### src/rtl/gf_pkg.sv
// Shared constants and helpers for the Galois-field arithmetic datapath.
package gf_pkg;

    localparam int GF_SIZE = 8;

    function automatic int half_w(input int size);
        return size / 2;
    endfunction

endpackage

### src/rtl/gf_full_adder.sv
// One-bit full adder used as a link of the half-word ripple-carry chain.
module gf_full_adder (
    input  logic a,
    input  logic b,
    input  logic ci,
    output logic s,
    output logic co
);

    logic p;

    always_comb begin
        p  = a ^ b;
        s  = p ^ ci;
        co = (a & b) | (ci & p);
    end

endmodule

### src/rtl/gf_asm.sv
// Registered half-word adder: out <= in[SIZE-1:WIDTH] + in[WIDTH-1:0], carry kept.
// No handshake: in is sampled on every rising edge and out is valid one edge later.
module gf_asm
    import gf_pkg::*;
#(
    parameter  int SIZE  = GF_SIZE,
    localparam int WIDTH = half_w(SIZE),
    localparam int OUT   = WIDTH + 1
) (
    input  logic            clk,
    input  logic            rst_n,
    input  logic [SIZE-1:0] in,
    output logic [OUT-1:0]  out
);

    logic [WIDTH-1:0] op_a;
    logic [WIDTH-1:0] op_b;
    logic [WIDTH-1:0] sum_bits;
    logic [WIDTH:0]   carry;
    logic [OUT-1:0]   out_d;
    logic [OUT-1:0]   out_q;

    assign op_a     = in[SIZE-1:WIDTH];
    assign op_b     = in[WIDTH-1:0];
    assign carry[0] = 1'b0;

    for (genvar i = 0; i < WIDTH; i++) begin : g_chain
        gf_full_adder u_fa (
            .a  (op_a[i]),
            .b  (op_b[i]),
            .ci (carry[i]),
            .s  (sum_bits[i]),
            .co (carry[i+1])
        );
    end

    // The MSB carry-out becomes the top output bit, so the sum can never overflow.
    always_comb begin
        out_d = {carry[WIDTH], sum_bits};
    end

    always_ff @(posedge clk or negedge rst_n) begin
        if (!rst_n) begin
            out_q <= '0;
        end else begin
            out_q <= out_d;
        end
    end

    assign out = out_q;

endmodule

### config.mk
export PLATFORM = sky130hd
export DESIGN_NAME = gf_asm
export DESIGN_NICKNAME = d
export VERILOG_FILES = /design/src/rtl/gf_pkg.sv /design/src/rtl/gf_full_adder.sv /design/src/rtl/gf_asm.sv
export SDC_FILE = /design/constraint.sdc
export NUM_CORES = 1
export LEC_CHECK = 0
export CAP_MARGIN = 20
export CELL_PAD_IN_SITES_DETAIL_PLACEMENT = 0
export CELL_PAD_IN_SITES_GLOBAL_PLACEMENT = 1
export CORE_AREA = 5 5 42 44
export CTS_BUF_LIST = sky130_fd_sc_hd__clkbuf_8
export DETAILED_ROUTE_END_ITERATION = 10
export DIE_AREA = 0 0 47 49
export PLACE_DENSITY = 0.5
export REMOVE_ABC_BUFFERS = 1
export SLEW_MARGIN = 20
export SYNTH_ARGS = -nofsm -noshare
export SYNTH_HDL_FRONTEND = slang
export SYNTH_SLANG_ARGS = --single-unit
### constraint.sdc
create_clock -name clk -period 1 [get_ports clk]
set_clock_uncertainty 0.1 [all_clocks]
set_input_delay 0.2 -clock clk [delete_from_list [all_inputs] [get_ports clk]]
set_output_delay 0.2 -clock clk [all_outputs]
set_load 0.02 [all_outputs]
# Word-level counts from Yosys, hierarchy flattened
# Index checks and enable logic that the tools add are counted.
# classes
bitwise	17
# ops
cell	count
bitwise AND 1 bit	7
XOR 1 bit	7
OR 1 bit	3
# word_totals
in_bits	10
regBits	5
out_inout_bits	5
word_cells	18

# Logic depth before layout (Yosys ltp)
# Gate-level depths: netlist of the first run.
# logic_depth
depth_word	7
ltp_mapped	6
ltp_nobuf	6

# Cells and area by module
# Synthesis of the first run repeated with hierarchy kept, for this count alone.
# unflattened
hier_cells	10
area_unflattened_um2	209.0
# by_module_without_submodules
module	cells_per_inst	area_per_inst_um2	seq_area_each_um2	n_inst
gf_asm	6	128.9	125.1	1
gf_full_adder	1	20.0	0.0	4

# Worst setup path before layout of the first run
# OpenSTA, ideal clock, no wires.
# synth_timing
path_kind	in2reg
start	input port in[0]
end	register out_q[3], in the netlist out[3]
arrival_ns	1.623
path_buffers	0
setup_ns	0.064
required_time_ns	0.836
path_stages	6
slack_ns	-0.787
path_cell_list	ha_1 fa_1 fa_1 inv_1 fa_1 inv_1
# synth_between
elab_chain_cells	6
# synth_lines
item	line_no	text
start: declaration	gf_asm.sv:12	input logic [SIZE-1:0] in,
bitwise AND 1 bit (2 in series)	gf_full_adder.sv:15	co = (a & b) | (ci & p);
OR 1 bit	gf_full_adder.sv:15	
bitwise AND 1 bit	gf_full_adder.sv:15	
OR 1 bit	gf_full_adder.sv:15	
XOR 1 bit	gf_full_adder.sv:14	s = p ^ ci;
via g_chain[3].u_fa.s	gf_full_adder.sv:6	output logic s,
end signal: assignment	gf_asm.sv:46	out_q <= out_d;
end: declaration	gf_asm.sv:21	logic [OUT-1:0] out_q;
# The timed path passes the listed nets, and every way through them passes these cells.

# Worst setup path after layout of the first run
# layout_timing
start	input port in[4]
end	register out_q[3], in the netlist out[3]
# The elaborated chain is that of the path after synthesis.

==> run_results.csv, run 1 <==
group,metric,value,unit
die,ios,15,
setup_path,cp_max_fo,1,
die,die_w,47,um
cells_and_area,design_area,453,sq um
cells_and_area,fin_util,0.323,
cells_and_area,top_regs,"out: 5 flops",
logic_synthesis,yosys.area.top_type,"dfrtp_1",
cells_and_area,top_register,"out",
logic_synthesis,yosysUniqueCellTypes,4,
drt,wl,499,um
global_route,grt-ovfl-total,0,
logic_synthesis,synth_cells,14,
clocking,holdBufCountCts,0,
clocking,cts_tree,"yes",
clocking,path_clk_slew,0.03,ns
logic_synthesis,avgSynthCellArea,15.5,sq um
sta,finalHoldViolations,0,
die,core-area,1400,sq um
job,max_cap_viol_count,0,
setup_path,end_kind,"flop",
placed_design,io_buffers,14,
run_status,outcome,"finished with violations",
global_route,grt_pass1_vias,190,
sta,fmax,0.628,GHz
setup_path,crit_arrival,1.65,ns
setup_path,crit_type,"in2reg",
power_and_ir_drop,p_per_area,1730,nW/um^2
clocking,root_buffer,"clkbuf_8",
cells_and_area,largest_reg_flops,5,
cells_and_area,diodes,0,
drt,vias,159,
die,dieArea,2300,sq um
setup_path,crit_top_cell,"fa_2",
sta,fin_crit,1.59,ns
sta,worst_pin_slew,0.214,ns
sta,tns,-1.29,ns
die,start_util,0.154,
drt,initialDrtViolationCount,1,
clocking,htreeDepth,1,
global_route,track_usage,0.0604,
logic_synthesis,ys_warn_count,0,
sta,fin_crit_sh,1.59,
global_route,grt_pass1_wl,876,um
sta,finalMaxSlewViolations,0,
placed_design,gp_congestion,0.674,
logic_synthesis,seq_area_frac_synth,0.578,
cells_and_area,nets,47,
global_route,grt_max_degree,6,
setup_path,start_kind,"input pin",
sta,final-setup-viol-count,8,
clocking,cts_setup_buffers,0,
die,rows,14,
die,die_h,49,um
power_and_ir_drop,peakVddDrop,0.353,mV
drt,avgViaCountPerCell,3.31,
setup_path,required,1.06,ns
setup_path,critPathTopFamily,"adder cells",
drt,ant_nets,0,
drt,route.detailed.drc,0,
logic_synthesis,ys_ff_latch,5,
cells_and_area,areaGrowthSynthToFinish,109,%
cells_and_area,fillCellCount,140,
clocking,cts_made_buffers,3,
setup_path,cp-startpoint,"in[4]",
setup_path,crit_chain,"buf_8 -> ha_4 -> fa_2 -> fa_2 -> inv_2 -> fa_1 -> inv_1",
global_route,antenna_found_initial,0,
worst_hold_path,worstHoldPathType,"in2async",
placed_design,placed_cells,44,
sta,worst_slack,-0.592,ns
logic_synthesis,syn_area,216,sq um
logic_synthesis,synth_top_area_frac,0.578,
setup_path,cp_slowest_cell,"fa_1",
sta,whs,0.0982,ns
clocking,clockBufferDepth,2,
sta,grt_setup_unrepaired,"true",
clocking,numClockSinks,5,
drt,wl_per_cell,10.4,um
setup_path,max_stage_delay,0.39,ns
power_and_ir_drop,p_leak,0.212,nW
sta,relSlewSlack,0.857,
drt,drtPass1Iterations,2,
setup_path,worstPathBufferInverterCount,3,
logic_synthesis,synth.area.top_cells,"dfrtp_1, fa_1, inv_1",
placed_design,placed_area,377,sq um
cells_and_area,final_cells,48,
run_status,violations,"setup timing",
cells_and_area,drive_gt1_frac,0.469,
[stage by stage]
step / total power, W / setup slack, ns
2_1_floorplan: 0.000306 / -0.787
3_3_place_gp: 0.000415 / -1.29
3_5_place_dp: 0.000415 / -1.29
4_1_cts: 0.000800 / -0.638
5_1_grt: 0.000834 / -0.660
6_report: 0.000784 / -0.592
[layer usage]
metal / track usage / share of wire / vias to the layer above
li1: - / - / 73
met1: 0.0633 / 0.34 / 71
met2: 0.0701 / 0.45 / 15
met3: 0.0406 / 0.21 / 0
met4: 0.0691 / 0 / 0
met5: 0 / 0 / -
[area by class of cell]
class	count	area, sq um	share of cell area
clock buffer	3	41.3	0.0912
clock inverter	1	3.75	0.00829
inverter	5	18.8	0.0414
multi-input combinational	4	90.1	0.199
sequential	5	125	0.276
tap	16	20.0	0.0442
timing repair buffer	14	154	0.340
[cells in the final DEF (no fill, tap or decap)]
master	n
clkdlybuf4s50_1	5
inv_2	1
ha_4	1
clkdlybuf4s15_2	1
dfrtp_1	5
clkdlybuf4s15_1	1
fa_1	1
buf_6	6
clkbuf_8	3
inv_1	5
buf_8	1
fa_2	2
[report_power, final]
part           internal [W]  switching (W)
logic              0.000104      0.0000796
clock network      0.000262      0.0000914
registers          0.000233      0.0000130
total              0.000600       0.000184
[path summary, 6_finish.rpt]
path	end	slack, ns	cells after the start
max in group asynchronous	out[1]$_DFF_PN0_	0.52	1
worst min-delay path	out[3]$_DFF_PN0_	0.1	1
min in group clk	out[0]$_DFF_PN0_	0.10	2
worst max-delay path	out[3]$_DFF_PN0_	-0.59	7
[repair_timing]
item / in CTS / in global routing
pin swaps: 4 / 2
gates resized for setup: 48 / 1
endpoints found under the setup margin: 9 / 8
[synth_stat cells]
library cell / instances
inv_1: 5
dfrtp_1: 5
ha_1: 1
fa_1: 3
[logic make-up (layout without fill, tap and decap cells)]
group      count (synthesis)  in the layout  synth area share
flops                      5              5             0.578
buf+inv                    5             23            0.0867
fa+ha+maj                  4              4             0.335
Power figures use the tool's default switching activity.
==> inputs of run 2 (changes only) <==
--- a/config.mk
+++ b/config.mk
@@ -16,3 +16,3 @@
 export REMOVE_ABC_BUFFERS = 1
-export SLEW_MARGIN = 20
+export SETUP_SLACK_MARGIN = 0.2
 export SYNTH_ARGS = -nofsm -noshare
--- a/constraint.sdc
+++ b/constraint.sdc
@@ -4,2 +4,2 @@
 set_output_delay 0.2 -clock clk [all_outputs]
-set_load 0.02 [all_outputs]
+set_load 0.005 [all_outputs]
==> run 2 against run 1 <==
The run still ends with setup timing left. Routed wire length up 2.0%. First-iteration DRC count did not move. Via count grew 1.3%. Critical path depth unchanged. Clock-buffer cell count did not move. Combinational power decreased by 38%. Utilization decreased by 2.2 points. Sequential power is 3% lower. Clock power hardly changed. Cell area is 6.9% lower. Fmax about the same. Critical path type unchanged. Largest cell class is now flip-flops and latches.
==> run_results.csv, run 2 (synthesis results as in run 1) <==
group,metric,value,unit
run_status,outcome,"finished with violations",
run_status,violations,"setup timing",
die,start_util,0.154,
job,max_cap_viol_count,0,
die,ios,15,
drt,route.detailed.drc,0,
sta,worst_pin_slew,0.214,ns
setup_path,crit_top_cell,"fa_2",
clocking,clockBufferDepth,2,
clocking,cts_made_buffers,3,
drt,wl_per_cell,10.6,um
clocking,numClockSinks,5,
sta,worst_slack,-0.592,ns
clocking,cts_setup_buffers,0,
die,die_w,47,um
setup_path,critPathTopFamily,"adder cells",
cells_and_area,top_register,"out",
clocking,htreeDepth,1,
worst_hold_path,worstHoldPathType,"in2async",
global_route,grt_pass1_vias,193,
cells_and_area,areaGrowthSynthToFinish,94.8,%
drt,initialDrtViolationCount,1,
clocking,path_clk_slew,0.03,ns
cells_and_area,top_regs,"out: 5 flops",
die,core-area,1400,sq um
sta,relSlewSlack,0.857,
setup_path,start_kind,"input pin",
global_route,antenna_found_initial,0,
global_route,grt_pass1_wl,890,um
cells_and_area,diodes,0,
power_and_ir_drop,peakVddDrop,0.328,mV
sta,fin_crit,1.59,ns
setup_path,cp_slowest_cell,"fa_1",
sta,final-setup-viol-count,3,
sta,finalMaxSlewViolations,0,
clocking,root_buffer,"clkbuf_8",
cells_and_area,final_cell_mix,"inv_1, clkdlybuf4s50_1, dfrtp_1, buf_2, clkbuf_8",
global_route,track_usage,0.0611,
setup_path,worstPathBufferInverterCount,3,
setup_path,max_stage_delay,0.39,ns
setup_path,end_kind,"flop",
clocking,cts_tree,"yes",
drt,wl,509,um
drt,drtPass1Iterations,2,
setup_path,crit_arrival,1.65,ns
die,rows,14,
sta,fin_crit_sh,1.59,
placed_design,gp_congestion,0.674,
setup_path,required,1.06,ns
setup_path,cp_max_fo,1,
drt,avgViaCountPerCell,3.35,
cells_and_area,nets,47,
placed_design,io_buffers,14,
die,die_h,49,um
sta,whs,0.0982,ns
power_and_ir_drop,p_per_area,1680,nW/um^2
setup_path,crit_chain,"buf_8 -> ha_4 -> fa_2 -> fa_2 -> inv_2 -> fa_1 -> inv_1",
drt,vias,161,
setup_path,crit_type,"in2reg",
placed_design,placed_area,377,sq um
sta,finalHoldViolations,0,
drt,ant_nets,0,
sta,fmax,0.628,GHz
cells_and_area,design_area,422,sq um
sta,grt_setup_unrepaired,"true",
global_route,grt_max_degree,6,
die,dieArea,2300,sq um
cells_and_area,drive_gt1_frac,0.469,
global_route,grt-ovfl-total,0,
cells_and_area,largest_reg_flops,5,
power_and_ir_drop,p_leak,0.201,nW
-- run 2: per-layer routing --
layer  part of all wire  global-route usage  wire length [um]
met5                  0                   0                 0
met4             0.0039              0.0691                 2
met3               0.19              0.0443                99
met2               0.43              0.0701               221
met1               0.36              0.0633               185
-- run 2: how the worst max path moves through the flow --
stage                       end  slack [ns]  startpoint  cells past startpoint
2_1_floorplan  out[3]$_DFF_PN0_       -0.79       in[0]                      6
3_3_place_gp   out[3]$_DFF_PN0_       -1.29       in[0]                      7
3_5_place_dp   out[3]$_DFF_PN0_       -1.29       in[0]                      7
4_1_cts        out[3]$_DFF_PN0_       -0.64       in[4]                      7
5_1_grt        out[3]$_DFF_PN0_       -0.66       in[4]                      7
6_report       out[3]$_DFF_PN0_       -0.59       in[4]                      7
-- run 2: timing repair --
| action | CTS | global route |
|---|---|---|
| gates resized for setup | 38 | 1 |
| hold buffers | 0 | 0 |
| pin swaps | 4 | 2 |
| setup endpoints to repair | 10 | 9 |
-- run 2: area by class of cell --
cell class | count | area (sq um)
Tap cell | 16 | 20.0
Sequential cell | 5 | 125
Clock inverter | 1 | 3.75
Inverter | 5 | 18.8
Clock buffer | 3 | 41.3
Fill cell | 149 | 980
Timing Repair Buffer | 14 | 123
Multi-Input combinational cell | 4 | 90.1
-- run 2: power by group --
group	switching [W]	internal, W
sequential	0.00000594	0.000232
clock	0.0000914	0.000262
combinational	0.0000458	0.0000693
total	0.000143	0.000564
-- run 2: stage by stage --
| step | setup TNS (ns) | power (W) | std cells | worst slack [ns] | utilization |
|---|---|---|---|---|---|
| final | -1.24 | 0.000707 | 48 | -0.592 | 0.301 |
| after global routing | -1.43 | 0.000758 | 48 | -0.660 | 0.301 |
| after CTS | -1.35 | 0.000724 | 48 | -0.638 | 0.298 |
| after detailed placement | -4.35 | 0.000380 | 44 | -1.29 | 0.269 |
| after global placement | -4.33 | 0.000380 | 44 | -1.29 | 0.269 |
| after floorplan | -1.80 | 0.000271 | 14 | -0.787 | - |
